$ cat src/rtl/mem_arbiter.sv
// Two-port arbiter in front of the DDR3 controller: one request slot per port,
// round-robin or A-first grant, address/data held for the whole transaction.
module mem_arbiter #(
    parameter bit          PRIO = 1'b0,
    parameter int unsigned AW   = 20,
    localparam int unsigned DW  = 32
) (
    input  logic          clk,
    input  logic          reset,
    input  logic          memreset,
    input  logic          areq,
    input  logic          awr,
    input  logic [AW-1:0] aaddr,
    input  logic [DW-1:0] awdata,
    output logic          aack,
    output logic [DW-1:0] ardata,
    output logic          abusy,
    output logic          aerr,
    input  logic          breq,
    input  logic          bwr,
    input  logic [AW-1:0] baddr,
    input  logic [DW-1:0] bwdata,
    output logic          back,
    output logic [DW-1:0] brdata,
    output logic          bbusy,
    output logic          berr,
    output logic [AW-1:0] memaddr,
    output logic          memwr,
    output logic [DW-1:0] memwdata,
    output logic          memreq,
    input  logic          memack,
    input  logic [DW-1:0] memrdata
);

    localparam logic [1:0] S_INIT = 2'd0;
    localparam logic [1:0] S_IDLE = 2'd1;
    localparam logic [1:0] S_WAIT = 2'd2;

    logic [1:0]    state, state_nxt;
    logic          awr_q, bwr_q;
    logic [AW-1:0] aaddr_q, baddr_q;
    logic [DW-1:0] awdata_q, bwdata_q;
    // Port of the current/most recent grant; doubles as the round-robin pointer.
    logic          gnt_b;
    logic          grant_c, pick_b_c, done_c;

    always_ff @(posedge clk or posedge reset) begin : state_reg
        if (reset) state <= S_INIT;
        else       state <= state_nxt;
    end

    always_comb begin : next_state
        state_nxt = state;
        grant_c   = 1'b0;
        done_c    = 1'b0;
        pick_b_c  = 1'b0;
        if (PRIO) pick_b_c = !abusy;
        else      pick_b_c = (abusy && bbusy) ? !gnt_b : bbusy;
        case (state)
            S_INIT: if (!memreset) state_nxt = S_IDLE;
            S_IDLE: begin
                if (memreset) begin
                    state_nxt = S_INIT;
                end else if (abusy || bbusy) begin
                    grant_c   = 1'b1;
                    state_nxt = S_WAIT;
                end
            end
            S_WAIT: begin
                if (memack) begin
                    done_c    = 1'b1;
                    state_nxt = memreset ? S_INIT : S_IDLE;
                end
            end
            default: state_nxt = S_INIT;
        endcase
    end

    // Port A slot: a request is only accepted while the slot is free.
    always_ff @(posedge clk or posedge reset) begin : slot_a
        if (reset) begin
            abusy    <= 1'b0;
            aerr     <= 1'b0;
            awr_q    <= 1'b0;
            aaddr_q  <= '0;
            awdata_q <= '0;
        end else begin
            if (areq) begin
                if (abusy) begin
                    aerr <= 1'b1;
                end else begin
                    abusy    <= 1'b1;
                    awr_q    <= awr;
                    aaddr_q  <= aaddr;
                    awdata_q <= awdata;
                end
            end
            if (done_c && !gnt_b) abusy <= 1'b0;
        end
    end

    always_ff @(posedge clk or posedge reset) begin : slot_b
        if (reset) begin
            bbusy    <= 1'b0;
            berr     <= 1'b0;
            bwr_q    <= 1'b0;
            baddr_q  <= '0;
            bwdata_q <= '0;
        end else begin
            if (breq) begin
                if (bbusy) begin
                    berr <= 1'b1;
                end else begin
                    bbusy    <= 1'b1;
                    bwr_q    <= bwr;
                    baddr_q  <= baddr;
                    bwdata_q <= bwdata;
                end
            end
            if (done_c && gnt_b) bbusy <= 1'b0;
        end
    end

    // Controller-side request and completion routing back to the granted port.
    always_ff @(posedge clk or posedge reset) begin : resp
        if (reset) begin
            memreq   <= 1'b0;
            memaddr  <= '0;
            memwr    <= 1'b0;
            memwdata <= '0;
            aack     <= 1'b0;
            back     <= 1'b0;
            ardata   <= '0;
            brdata   <= '0;
            gnt_b    <= 1'b1;
        end else begin
            memreq <= grant_c;
            aack   <= done_c && !gnt_b;
            back   <= done_c && gnt_b;
            if (grant_c) begin
                gnt_b    <= pick_b_c;
                memaddr  <= pick_b_c ? baddr_q  : aaddr_q;
                memwr    <= pick_b_c ? bwr_q    : awr_q;
                memwdata <= pick_b_c ? bwdata_q : awdata_q;
            end
            if (done_c && !gnt_b && !awr_q) ardata <= memrdata;
            if (done_c && gnt_b && !bwr_q)  brdata <= memrdata;
        end
    end

endmodule
$ cat config.mk
export PLATFORM = sky130hd
export DESIGN_NAME = mem_arbiter
export DESIGN_NICKNAME = d
export VERILOG_FILES = /design/src/rtl/mem_arbiter.sv
export SDC_FILE = /design/constraint.sdc
export NUM_CORES = 1
export LEC_CHECK = 0
export BUFFER_PORTS_ARGS = -buffer_cell sky130_fd_sc_hd__buf_2
export CAP_MARGIN = 5
export CORE_ASPECT_RATIO = 1.25
export CORE_MARGIN = 2
export CORE_UTILIZATION = 40
export CTS_BUF_LIST = sky130_fd_sc_hd__clkbuf_4 sky130_fd_sc_hd__clkbuf_8
export DETAILED_ROUTE_END_ITERATION = 10
export SLEW_MARGIN = 20
export SYNTH_ARGS = -nofsm -noshare
export SYNTH_HDL_FRONTEND = slang
export SYNTH_SLANG_ARGS = --single-unit
$ cat constraint.sdc
create_clock -name clk -period 9.8 [get_ports clk]
set_input_delay 1.96 -clock clk [delete_from_list [all_inputs] [get_ports clk]]
set_output_delay 1.96 -clock clk [all_outputs]
set_load 0.05 [all_outputs]
==> results by group, run 1 <==
Power
  • Power density cells: 391.1 mW/mm2
  • VDD IR-drop max: 0.0002657 V
  • Clk pwr share: 20.7%
  • Reg power frac: 37.3%
  • P_leak: 5.354 nW
  • Design Power: 4.506 mW
  • Comb pwr share: 42.0%
  • Sw Share: 42.05%
  • NetSw: 1.895 mW
  • Int Pwr: 2.611 mW

Global routing
  • Met3 Track Usage GR: 6.065%
  • Global-route wire length before repair: 36,920 um
  • GRT Total Usage: 18.92%
  • Initial antenna violation count: 1
  • Vias in the first global route: 6,928
  • Met1 GRT Util: 23.45%
  • Total grt overflow: 0
  • Grt peak-use layer: met2
  • Largest net degree at the start of global routing: 149
  • Met2 Use GR: 31.56%

Cells and area
  • Share of cells above drive strength 1: 59.07%
  • Filler cells: 1,940
  • Nets: 996
  • Area Growth Syn to Fin: 25.98%

Floorplan
  • Num rows: 61
  • Starting density of the core: 40.89%
  • Die Area: 0.02410 mm2
  • Io pins: 268
  • Die height: 173.1 um
  • Core area: 0.02236 mm2
  • Die width: 139.2 um

Yosys
  • Mapped Nets: 729
  • FF+latch count, synth: 233
  • Synthesized instance count: 585
  • Seq/Total Area, Yosys: 63.77%
  • Syn. warnings: 0
  • Mapped Area: 0.009145 mm2
  • Asr flop ratio synth: 100.0%
  • Primary FF master, synth: dfrtp_1
  • Post-synth cell types: 27
  • Post-synth EDFFs: 0
  • Mapped Avg Cell Area: 15.63 um2

Setup path
  • Required time of the critical path: 7.84 ns
  • Crit-path max FO: 9
  • Cells along the critical path: buf_2
  • CP top delay family: flip-flops
  • Crit path buf inv count: 1
  • Startpoint Class: flip-flop
  • Crit path DAT: 1.44 ns
  • Worst Setup End Kind: primary output
  • Largest stage delay, worst path: 0.58 ns
  • Crit Path Class: flip-flop to primary output
  • Crit-path slowest cell: dfrtp_1

STA
  • Count of final hold-check violations: 0
  • RSZ-0062 raised after global routing: false
  • Final setup viols: 0
  • Final period util: 34.72%
  • Worst Max-Slew Pin Slew: 0.9770 ns
  • Slew Limit Fails: 0
  • Final min period: 3.403 ns
  • Fmax: 0.2939 GHz
  • Post-route setup slack: 6.397 ns
  • Slew headroom: 34.71%
  • Final setup TNS: 0 ns
  • Clk_skew: 0.006926 ns

Clock tree
  • CTS tree: done
  • Cts hold-fix bufs: 0
  • Post-CTS Repair Setup Buffers: 0
  • CTS Buffer Depth: 3
  • Post-cts resize count: 0
  • Root Buffer: clkbuf_8
  • Sink Count: 233
  • CTS buffer count: 39
  • CTS H-tree lvls: 2
  • Worst-path clk slew: 0.06 ns
  • Latest clock arrival within the worst-skew pair: 0.51 ns

Detailed routing
  • DRT Pass-1 Iters: 5
  • WL final: 22,720 um
  • Drt initial violations: 223
  • Mean routed wirelength per cell: 19.49 um
  • DRC Markers: 0
  • Post-route ant nets: 0
  • DR vias: 6,220
  • Via density: 5.334

Flow run
  • Maxcap violations: 0

Hold path
  • Hold crit path type: flip-flop to flip-flop

Outcome
  • Status: completed

Placement
  • Port Buffer Count: 267
  • Pre-CTS setup slack: 5.828 ns
  • GPL Wtd Cong: 0.7941
  • Final HPWL DP: 15,040 um
==> cell usage after synthesis (2+ instances only) <==
master | n | share of area [%]
clkbuf_1 | 10 | 0.41
mux2_2 | 165 | 20
inv_1 | 3 | 0.12
buf_6 | 8 | 0.99
nor2b_1 | 3 | 0.21
a21oi_1 | 2 | 0.11
o32ai_1 | 53 | 5.1
mux2_1 | 5 | 0.62
dfrtp_1 | 232 | 63
nor3_1 | 2 | 0.11
nor2_1 | 5 | 0.21
a2bb2oi_1 | 53 | 5.1
buf_2 | 26 | 1.4
buf_4 | 4 | 0.33
a21o_1 | 2 | 0.16
==> layout by cell type, fill, tap and decap left out <==
cell type  instances
a2bb2oi_1         53
o21bai_1           1
clkbuf_4          19
clkbuf_8          47
nor2b_4            3
buf_4              6
o32ai_1           53
nor2_4             1
nand2b_1           1
dfstp_2            1
nor4_4             1
o21a_4             1
inv_1              2
nand4b_1           1
buf_2            267
a21o_1             2
buf_6              1
nor3_1             2
a21oi_1            2
nor3b_4            1
a21bo_2            1
diode_2            1
nand2_1            1
dfrtp_1          232
clkinv_2           4
nor2_1             5
a31oi_1            1
clkinv_8           1
mux2_2           165
bufinv_16          2
mux2_1             5
==> cells by family (layout without fill, tap and decap cells) <==
family	Yosys count	after routing	synth area share [%]
mux	170	170	20.93
simple gates	16	16	1.218
compound gates	114	114	10.77
buf+inv	52	349	3.311
flops	233	233	63.77
other cells	0	1	0
==> path summary, 6_finish.rpt <==
path	start	slack (ns)	end	cells past startpoint
hold / removal	berr	0.46	berr	1
hold reg to reg	berr	0.46	berr	1
max in group asynchronous	reset	7.00	awdata_q[23]	3
setup reg to reg	state[0]	7.52	memaddr[11]	4
min in group asynchronous	reset	1.52	ardata[7]	2
setup / recovery	abusy	6.40	abusy	1
==> per-layer routing <==
| metal | share of wire [%] | up-vias |
|---|---|---|
| met2 | 49 | 260 |
| met3 | 8.1 | 44 |
| met1 | 41 | 3168 |
| li1 | - | 2746 |
| met4 | 2.0 | 2 |
| met5 | 0.057 | - |
==> final cells by class <==
type | instances | area [um2] | share of cell area, %
clock inverter | 5 | 75.07 | 0.6516
timing repair buffer | 274 | 1393 | 12.09
tap | 283 | 354.1 | 3.073
sequential | 233 | 5832 | 50.62
antenna | 1 | 2.502 | 0.02172
multi-input combinational | 300 | 3047 | 26.44
inverter | 4 | 28.78 | 0.2498
clock buffer | 66 | 789.5 | 6.853
==> power by group through the flow <==
stage / clock network (mW) / logic [mW] / registers (mW)
after detailed placement: 0 / 1.91 / 1.69
after floorplan: 0 / 0.668 / 2.45
after global placement: 0 / 1.87 / 1.68
after global routing: 1.01 / 2.00 / 1.74
after CTS: 0.960 / 1.91 / 1.69
final: 0.933 / 1.89 / 1.68
==> per-stage QoR <==
stage	area (um2)	instances	utilization, %	hold WS (ns)
final	11520	1166	51.52	0.4559
after detailed placement	10640	1094	47.60	0.4439
after global routing	11520	1165	51.51	0.4713
after global placement	10640	1094	47.57	0.4419
after floorplan	9145	585	-	0.4808
after CTS	11510	1165	51.46	0.4584
Note: power is estimated with default switching activity, not from simulation.
==> inputs of run 2 (changes only) <==
ABC_AREA = 1   (was default)
PLACE_DENSITY = 0.66   (was default)
clock period = 2.78 ns   (was 9.8 ns; I/O delays follow)
==> results by group, run 2 <==
Yosys
  • Synthesized instance count: 1,173 (was 585)
  • Asr flop ratio synth: 100.0% (unchanged)
  • Seq/Total Area, Yosys: 59.99% (was 63.77%)
  • Most numerous cell in the Yosys netlist: nand2_1 (was dfrtp_1)
  • Mapped Nets: 1,317 (was 729)
  • FF+latch count, synth: 233 (unchanged)
  • Mapped Avg Cell Area: 8.288 um2 (was 15.63 um2)
  • Top-area cell type share of the netlist area: 59.72% (was 63.48%)
  • Mapped Area: 0.009722 mm2 (was 0.009145 mm2)
  • Syn. warnings: 0 (unchanged)
  • Top post-synthesis cells by count: nand2_1, dfrtp_1, nand3_1, clkbuf_1, buf_2 (was dfrtp_1, mux2_2, a2bb2oi_1, o32ai_1, buf_2)
  • Post-synth EDFFs: 0 (unchanged)
  • Primary FF master, synth: dfrtp_1 (unchanged)
  • Synth area leader: dfrtp_1 (unchanged)
  • Synth top area cells: dfrtp_1, nand2_1, nand3_1 (was dfrtp_1, mux2_2, a2bb2oi_1)
  • Post-synth cell types: 21 (was 27)

Cells and area
  • Share of cells above drive strength 1: 25.36% (was 59.07%)
  • Nets: 1,568 (was 996)
  • Commonest non-fill, non-tap cells in the layout: nand2_1, buf_2, dfrtp_1 (was buf_2, dfrtp_1, mux2_2)
  • Storage cell area: 0.005833 mm2 (was 0.005832 mm2)
  • Post-route insts no fill: 1,778 (was 1,166)
  • Area Growth Syn to Fin: 25.39% (was 25.98%)
  • Final Core Density: 51.21% (was 51.52%)
  • Filler cells: 2,353 (was 1,940)
  • Fin area: 0.01219 mm2 (was 0.01152 mm2)
  • Multi-input gate area in the final layout: 0.003523 mm2 (was 0.003047 mm2)
  • Commonest non-fill, non-tap cell in the layout: nand2_1 (was buf_2)

Floorplan
  • Num rows: 63 (was 61)
  • Starting density of the core: 40.84% (was 40.89%)
  • Die width: 143.4 um (was 139.2 um)
  • Die Area: 0.02558 mm2 (was 0.02410 mm2)
  • Io pins: 268 (unchanged)
  • Die height: 178.3 um (was 173.1 um)
  • Core area: 0.02381 mm2 (was 0.02236 mm2)

Global routing
  • Total grt overflow: 0 (unchanged)
  • Initial antenna violation count: 1 (unchanged)
  • Largest net degree at the start of global routing: 91 (was 149)
  • Global-route wire length before repair: 44,440 um (was 36,920 um)
  • GRT Total Usage: 21.94% (was 18.92%)
  • Vias in the first global route: 8,526 (was 6,928)

Detailed routing
  • Via density: 4.889 (was 5.334)
  • Mean routed wirelength per cell: 15.55 um (was 19.49 um)
  • DR vias: 8,692 (was 6,220)
  • WL final: 27,660 um (was 22,720 um)
  • DRT Pass-1 Iters: 4 (was 5)
  • Drt initial violations: 485 (was 223)
  • DRC Markers: 0 (unchanged)
  • Post-route ant nets: 0 (unchanged)

STA
  • Final min period: 2.382 ns
  • Count of final hold-check violations: 0 (unchanged)
  • Final setup viols: 0 (unchanged)
  • Hold WS: 0.2037 ns (was 0.4559 ns)
  • Worst Max-Slew Pin Slew: 0.6770 ns (was 0.9770 ns)
  • Fmax: 0.4199 GHz
  • Slew Limit Fails: 0 (unchanged)
  • Slew headroom: 54.87% (was 34.71%)
  • Final setup TNS: 0 ns (unchanged)
  • RSZ-0062 raised after global routing: false (unchanged)
  • Final period util: 85.67%
  • Clk_skew: 0.01220 ns (was 0.006926 ns)

Setup path
  • Worst Setup End Kind: primary output (unchanged)
  • Startpoint Class: flip-flop (unchanged)
  • Crit Path Class: flip-flop to primary output (unchanged)
  • Crit-path max FO: 59 (was 9)
  • Cells along the critical path: buf_4 -> buf_2 (was buf_2)
  • CP top delay family: buffers and inverters (was flip-flops)
  • Crit-path slowest cell: buf_4 (was dfrtp_1)
  • Required time of the critical path: 2.22 ns (was 7.84 ns)
  • Crit path DAT: 1.83 ns (was 1.44 ns)
  • RR Startpoint: bbusy (was state[0])
  • Worst setup path start: bbusy (was abusy)
  • Largest stage delay, worst path: 0.54 ns (was 0.58 ns)
  • Crit path buf inv count: 2 (was 1)

Clock tree
  • CTS buffer count: 39 (unchanged)
  • Latest clock arrival within the worst-skew pair: 0.52 ns (was 0.51 ns)
  • Root Buffer: clkbuf_8 (unchanged)
  • CTS tree: done (unchanged)
  • Post-cts resize count: 0 (unchanged)
  • Sink Count: 233 (unchanged)
  • CTS H-tree lvls: 2 (unchanged)
  • Cts hold-fix bufs: 0 (unchanged)
  • CTS Buffer Depth: 3 (unchanged)
  • Post-CTS Repair Setup Buffers: 0 (unchanged)
  • Worst-path clk slew: 0.06 ns (about the same)

Placement
  • Port Buffer Count: 267 (unchanged)
  • Final HPWL DP: 17,810 um (was 15,040 um)
  • Placed Area: 0.01136 mm2 (was 0.01064 mm2)
  • Cells after DPL: 1,708 (was 1,094)
  • GPL Wtd Cong: 0.8165 (was 0.7941)

Hold path
  • Hold crit path type: input pin to async pin (was flip-flop to flip-flop)

Power
  • P_leak: 7.104 nW (was 5.354 nW)
  • Power density cells: 1260 mW/mm2 (was 391.1 mW/mm2)
  • VDD IR-drop max: 0.0005225 V (was 0.0002657 V)

Flow run
  • Maxcap violations: 0 (unchanged)

Outcome
  • Status: completed (unchanged)
[run 2: final timing paths]
kind                           endpoint  slack (ns)  cells past startpoint
min in group clk           bwdata_q[20]        0.26                      3
setup / recovery                  bbusy        0.40                      2
setup reg to reg             baddr_q[7]        0.79                      6
hold / removal               ardata[15]        0.20                      3
hold reg to reg              brdata[22]        0.46                      2
max in group asynchronous  memwdata[23]        2.14                      3
[run 2: kinds of logic (layout without fill, tap and decap cells)]
group,Yosys count,after routing,synth area share [%]
AO/OA/AOI/OAI,9,9,0.5792
buffers and inverters,90,368,3.874
flip-flops,233,233,59.99
other,0,2,0
AND/OR/NAND/NOR,841,841,35.56
[run 2: metal layers]
| metal | vias to the layer above | part of all wire [%] | GRT usage, % |
|---|---|---|---|
| met1 | 4066 | 43 | 30.18 |
| met5 | - | 0 | 0 |
| met3 | 59 | 7.4 | 4.000 |
| li1 | 4232 | - | - |
| met4 | 0 | 2.9 | 7.925 |
| met2 | 335 | 46 | 34.82 |
[run 2: power breakdown]
group          switching [mW]  leakage, nW  internal [mW]  total (mW)
Combinational            4.81         3.67           1.55        6.37
Sequential              0.886         2.99           4.93        5.82
Clock                    1.34        0.443           1.83        3.17
[run 2: stage by stage]
step | power [mW] | setup slack (ns)
finish | 15.36 | 0.3985
global route | 16.43 | 0.2914
CTS | 15.50 | 0.3586
detailed placement | 12.27 | 0.6782
global placement | 12.17 | 0.7737
floorplan | 10.53 | -0.8251
[run 2: cell type report]
class	instances	share of cell area, %
well taps	325	3.336
repair buffers	287	12.71
clock inverters	6	0.4516
multi-input cells	850	28.90
flip-flops and latches	233	47.85
diodes	2	0.04106
inverters	13	0.4311
clock buffers	62	6.281
[run 2: worst register-to-register path, cell delays in order (launching register included)]
cell and delay, ns:
dfrtp_2 0.35, buf_4 0.54, inv_2 0.12, nand2_2 0.49
buf_12 0.28, nand2_1 0.08, nand2_1 0.05
